$ cat src/rtl/global_buffer_pkg.sv
// Shared GLB types: load-DMA header layout, header-queue defaults and FSM states.
package global_buffer_pkg;

  localparam int unsigned LD_HQ_DEPTH     = 4;
  localparam int unsigned LD_HQ_CNT_WIDTH = 16;
  localparam int unsigned LD_ADDR_WIDTH   = 16;
  localparam int unsigned LD_LEN_WIDTH    = 16;

  typedef struct packed {
    logic                     valid;
    logic [LD_ADDR_WIDTH-1:0] start_addr;
    logic [LD_LEN_WIDTH-1:0]  num_words;
  } dma_ld_header_t;

  typedef enum logic [1:0] {
    IDLE  = 2'd0,
    SCAN  = 2'd1,
    OFFER = 2'd2
  } ld_hq_state_e;

endpackage

$ cat src/rtl/glb_ld_header_queue.sv
// Load-DMA header queue: config-written slots streamed in index order over valid/ready,
// with one-shot/loop modes, stop/clear abort, done pulse and completed-header counter.
module glb_ld_header_queue
  import global_buffer_pkg::*;
#(
  parameter int unsigned QUEUE_DEPTH = LD_HQ_DEPTH,
  parameter int unsigned CNT_WIDTH   = LD_HQ_CNT_WIDTH
) (
  input  logic                           clk,
  input  logic                           reset,
  input  logic                           cfg_wr_en,
  input  logic [$clog2(QUEUE_DEPTH)-1:0] cfg_wr_idx,
  input  dma_ld_header_t                 cfg_wr_hdr,
  input  logic                           cfg_clr,
  input  logic                           cfg_loop_en,
  input  logic                           strm_start,
  input  logic                           strm_stop,
  output logic                           hdr_valid,
  output dma_ld_header_t                 hdr,
  input  logic                           hdr_ready,
  output logic                           busy,
  output logic                           done_pulse,
  output logic                           cfg_err_pulse,
  output logic [CNT_WIDTH-1:0]           done_cnt
);

  localparam int unsigned IDX_W  = $clog2(QUEUE_DEPTH);
  localparam int unsigned MISS_W = IDX_W + 1;
  localparam logic [IDX_W-1:0]  LAST_IDX  = IDX_W'(QUEUE_DEPTH - 1);
  localparam logic [MISS_W-1:0] MISS_LAST = MISS_W'(QUEUE_DEPTH - 1);

  dma_ld_header_t slots [QUEUE_DEPTH];
  ld_hq_state_e   state_q, state_d;
  logic [IDX_W-1:0]     ptr_q, ptr_d;
  logic [MISS_W-1:0]    miss_q, miss_d;
  logic [CNT_WIDTH-1:0] cnt_d;
  logic done_d, err_d, wr_ok, advance, any_valid;

  assign hdr       = slots[ptr_q];
  assign hdr_valid = (state_q == OFFER);
  assign busy      = (state_q != IDLE);

  always_comb begin
    any_valid = 1'b0;
    for (int unsigned i = 0; i < QUEUE_DEPTH; i++) any_valid = any_valid | slots[i].valid;
  end

  // Next state; miss_q counts consecutive empty slots so an emptied loop terminates.
  always_comb begin
    state_d = state_q;
    ptr_d   = ptr_q;
    miss_d  = miss_q;
    cnt_d   = done_cnt;
    done_d  = 1'b0;
    err_d   = 1'b0;
    wr_ok   = 1'b0;
    advance = 1'b0;
    if (hdr_valid && hdr_ready) cnt_d = done_cnt + CNT_WIDTH'(1);
    if (cfg_clr) begin
      state_d = IDLE;
      ptr_d   = '0;
    end else begin
      if (cfg_wr_en) begin
        if (busy && (cfg_wr_idx == ptr_q)) err_d = 1'b1;
        else                               wr_ok = 1'b1;
      end
      if (strm_stop && busy) begin
        state_d = IDLE;
      end else begin
        case (state_q)
          IDLE: begin
            if (strm_start) begin
              cnt_d = '0;
              if (any_valid) begin
                state_d = SCAN;
                ptr_d   = '0;
                miss_d  = '0;
              end else begin
                done_d = 1'b1;
              end
            end
          end
          SCAN: begin
            if (slots[ptr_q].valid) begin
              state_d = OFFER;
              miss_d  = '0;
            end else if (miss_q == MISS_LAST) begin
              state_d = IDLE;
              done_d  = 1'b1;
            end else begin
              miss_d  = miss_q + MISS_W'(1);
              advance = 1'b1;
            end
          end
          OFFER:   advance = hdr_ready;
          default: state_d = IDLE;
        endcase
        if (advance) begin
          if (ptr_q != LAST_IDX) begin
            ptr_d   = ptr_q + IDX_W'(1);
            state_d = SCAN;
          end else if (cfg_loop_en) begin
            ptr_d   = '0;
            state_d = SCAN;
          end else begin
            state_d = IDLE;
            done_d  = 1'b1;
          end
        end
      end
    end
  end

  always_ff @(posedge clk or negedge reset) begin
    if (!reset) begin
      state_q       <= IDLE;
      ptr_q         <= '0;
      miss_q        <= '0;
      done_cnt      <= '0;
      done_pulse    <= 1'b0;
      cfg_err_pulse <= 1'b0;
    end else begin
      state_q       <= state_d;
      ptr_q         <= ptr_d;
      miss_q        <= miss_d;
      done_cnt      <= cnt_d;
      done_pulse    <= done_d;
      cfg_err_pulse <= err_d;
    end
  end

  // Slot store: clear drops only the valid bits; other fields are kept verbatim.
  always_ff @(posedge clk or negedge reset) begin
    if (!reset) begin
      for (int unsigned i = 0; i < QUEUE_DEPTH; i++) slots[i] <= '0;
    end else if (cfg_clr) begin
      for (int unsigned i = 0; i < QUEUE_DEPTH; i++) slots[i].valid <= 1'b0;
    end else if (wr_ok) begin
      slots[cfg_wr_idx] <= cfg_wr_hdr;
    end
  end

endmodule
$ cat config.mk
export PLATFORM = sky130hd
export DESIGN_NAME = glb_ld_header_queue
export DESIGN_NICKNAME = d
export VERILOG_FILES = /design/src/rtl/global_buffer_pkg.sv /design/src/rtl/glb_ld_header_queue.sv
export SDC_FILE = /design/constraint.sdc
export NUM_CORES = 1
export LEC_CHECK = 0
export BUFFER_PORTS_ARGS = -buffer_cell sky130_fd_sc_hd__buf_2
export CAP_MARGIN = 40
export CORE_MARGIN = 5
export CORE_UTILIZATION = 25
export DETAILED_ROUTE_END_ITERATION = 12
export PLACE_DENSITY = 0.42
export SLEW_MARGIN = 15
export SYNTH_ARGS = -nofsm -noshare
export SYNTH_HDL_FRONTEND = slang
export SYNTH_SLANG_ARGS = --single-unit
$ cat constraint.sdc
create_clock -name clk -period 3.7 [get_ports clk]
set_clock_uncertainty 0.1 [all_clocks]
set_input_delay 0.555 -clock clk [delete_from_list [all_inputs] [get_ports clk]]
set_output_delay 0.555 -clock clk [all_outputs]
set_load 0.05 [all_outputs]
==> results.md <==
- The number of antenna diodes in the final layout is 0.
- Summing all placed instances gives a cell area of slightly above 0.008 sq mm.
- For this run, the top clock speed supported by timing is 0.3421 GHz.
- The number of design rule violations left after detail routing is 0.
- The first routing iteration left ~160 violations.
- The post-synth design cell area is 0.007099 sq mm.
- The tree is rooted in a clkbuf_16.
- By count the netlist is led by dfrtp_1, mux2_1, mux4_2.
- The total power divided by cell area is 560.7 mW/mm^2.
- In this run, post-CTS hold repair placed 0 buffers.
- Before antenna repair, the detailed router went through 4 iterations.
- The most used flip-flop cell after synthesis is dfrtp_1.
- The later pin in the worst-skew pair is clocked with a latency of a little over 400 ps.
- The region available for standard cell placement spans approximately 0.028 sq mm.
- Counting the buffers created by CTS gives 17.
- Measured against its own limit, the worst slew margin works out to 0.4538.
- The post-synthesis register bit count is 157.
- The biggest fanout along the worst timing path is 22.
- The final hold violation count is 0.
- The post-route standard cell area excluding fillers is ~0.0087 sq mm.
- Among cell families on the critical path, the largest total delay comes from flip-flops.
- Entering global routing, the biggest net connects 85 pins.
- The number of port buffers is 95.
- Setup repair after global routing left no endpoint under its margin.
- In this run, post-CTS repair resized a total of 0 instances.
- The setup TNS after final layout is 0 ps.
- The post-CTS repair timing setup buffer count is 0.
- The total wire length is roughly 17000 um.
- The final net count is 640.
- A synthesized cell averages roughly 15 sq um.
- The count of nets left with antenna violations once routing finished came out at 0.
- The data required time of the critical path is 3040 ps.
- TritonCTS built the clock tree.
- After detailed routing, the number of vias per cell comes to between 4 and 5.
- Of the synthesized area, sequential elements account for 0.5534.
- The highest metal layer with signal wires is met5.
- Detailed placement finished with a half-perimeter wire length of between 10000 and 15000 um.
- From synthesis to final layout, the design area changed by 22.70%.
- The share of the synthesized area in the top cell type is 0.5534.
- The number of clock sinks is between 150 and 200.
- The number of max-cap violations is 0.
- The die extent in y is about 180 um.
- VDD sags by at most 253.6 uV.
- The cell taking the most area after synthesis is dfrtp_1.
- The clock slew at the register clock pins of the worst setup and hold paths is 70 ps.
- Data arrives at the worst endpoint at about 2300 ps.
- The floorplan die area is between 0.03 and 0.04 sq mm.
- The delay of the slowest critical-path stage is about 800 ps.
- The critical-path cell with the highest stage delay is dfrtp_2.
- In the detailed route, the total length drawn on met2 is between 8000 and 9000 um.
- After floorplanning, the core was divided into around 60 placement rows.
- The flow ran to the end, and the final reports show no timing, DRC or antenna violations.
- The final weighted congestion in routability-driven placement is approximately 0.71.
- The gate count after technology mapping is around 490.
- The chip width is 178.5 um.
- In this run the deepest clock path goes through 2 buffers.
- The via count of the routed design is around 4400.
- The number of distinct library cell variants in the gate-level netlist after synthesis is 41.
- Of the available clock period, the critical path in the final layout requires 0.7899.
- After synthesis, the cell types taking the most area are dfrtp_1, mux2_1, mux4_2.
- The most common cell in the netlist is dfrtp_1.
- The routed design could run at a clock period as short as between 2000 and 3000 ps.
- The number of antenna violations at the first check in global routing is 1.
- The routed length on met1 is between 7000 and 8000 um.
- The initial standard-cell utilization of the core is 0.2541.
- The synthesized design contains 0 enable-type register cells.
- The worst setup path is launched from a flop.
- The worst-case register-to-register setup slack is approximately 1000 ps.
- The number of primary I/O pins is 96.
- The H-tree was split into 4 levels.
- Traced cell by cell, the critical path runs through buf_4, mux4_2, buf_2.
- The kind of capture point of the worst setup path is a primary output.
- After synthesis, the share of flip-flops with an asynchronous set or reset is 1.000.
- Dividing the detail-routed wire length by the instance count gives ~17 um.
- The number of nets produced by synthesis is ~540.
- The count of final setup violators is 0.
- The first global-routing pass estimated around 27000 um of wire.
- The routed design uses slightly below 800 um of met3 wire.
- Measured on the finished design, the core utilization comes to 0.3118.
- In the global route stage, overall resource usage came out at 0.1124.
- The power consumption is 4.884 mW.
- The cell leakage power is 3.806 nW.
- The share of layout cells above drive strength 1 is 0.3035.
- The category of the critical setup timing path is reg -> out.
- The number of global-route vias before repair was ~4800.
- Together, buffers and inverters on the worst path number 2.
- During synthesis, Yosys emitted a total of 0 warnings.
- The global route total overflow is 0.
- The slew of the pin with the lowest slew margin is roughly 810 ps.
- The number of pins exceeding their max-slew limit in the final report is 0.
- The path type of the worst min-delay path is in -> reg.
==> metal layers <==
layer	global-route usage	up-vias
met5	0	-
met3	0.03095	21
met4	0.03294	2
met1	0.1442	2257
met2	0.1860	94
li1	-	1989
==> registers in the layout, indices dropped and copies added, names as in the netlist <==
signal         count
miss_q             3
ptr_q              2
done_pulse         1
cfg_err_pulse      1
state_q            2
slots            132
done_cnt          16
==> worst register-to-register path, delay by kind of cell (launching register included) <==
family          cells  cell delay [ps]
compound gates      1              640
buf+inv             1              240
flops               1              640
mux                 1              350
simple gates        1              560
==> area by class of cell <==
| class | count | area (sq um) |
|---|---|---|
| fillers | 2868 | 19220 |
| flip-flops and latches | 157 | 3931 |
| multi-input cells | 294 | 3035 |
| repair buffers | 111 | 661.9 |
| well taps | 378 | 473.0 |
| clock buffers | 17 | 425.4 |
| clock inverters | 15 | 150.1 |
| inverters | 9 | 33.78 |
==> cells by family after synthesis <==
logic type / Yosys count / synth area share
xor+xnor: 16 / 0.01974
compound gates: 27 / 0.02503
flops: 157 / 0.5534
buf+inv: 34 / 0.02115
fa+ha+maj: 7 / 0.01234
simple gates: 78 / 0.05499
mux: 166 / 0.3134
==> worst paths after layout <==
path,startpoint,endpoint,cells past startpoint
setup / recovery,ptr_q[1],hdr[3],3
hold / removal,cfg_wr_hdr[2],slots[101],2
setup reg to reg,ptr_q[1],slots[100],4
hold reg to reg,slots[60],slots[60],1
max in group asynchronous,reset,state_q[1],4
min in group asynchronous,reset,slots[6],2
==> report_power, final <==
group          internal, mW  switching (mW)  total, mW
sequential             2.04           0.149       2.19
clock                 0.952           0.777       1.73
combinational         0.382           0.584      0.966
total                  3.37            1.51       4.88
==> metrics by stage <==
step | cells | setup WS (ps) | hold WS (ps)
detailed placement | 947 | 890.8 | 368.6
global placement | 946 | 908.5 | 361.7
global route | 981 | 667.9 | 273.2
finish | 981 | 777.3 | 292.7
floorplan | 485 | 1232 | 159.4
CTS | 979 | 712.6 | 118.1
==> placed cells by master, fill, tap and decap left out, types with 2 or more instances in the layout <==
master      synthesis  final
ha_1                7      7
a32o_1              2      2
o21ai_1             3      3
buf_4               1     11
nor2b_1             4      4
nor3_1              4      4
inv_6               0      6
and2_1              3      3
xor2_1             11     11
or3_1               5      3
o21ai_0             6      6
and3_1              3      3
nor2_1             25     25
buf_2              15     94
inv_1               8      8
mux4_2             32     32
or3_2               0      2
dfrtp_2             0      2
mux2_1            130    130
inv_8               0      3
nand4_1             3      3
a21oi_1             6      6
nand3_1             7      7
mux2i_1             4      4
buf_12              0      3
and4_1              2      2
clkinv_2            0      2
dfrtp_1           157    155
nand2_1            14     14
nand2b_1            2      2
or2_2               2      2
xnor2_1             5      5
o311ai_1            2      2
clkbuf_16           0     17
clkinvlp_4          0      2
nor3_4              0      2
No activity file was read; power rests on OpenSTA's default activity.
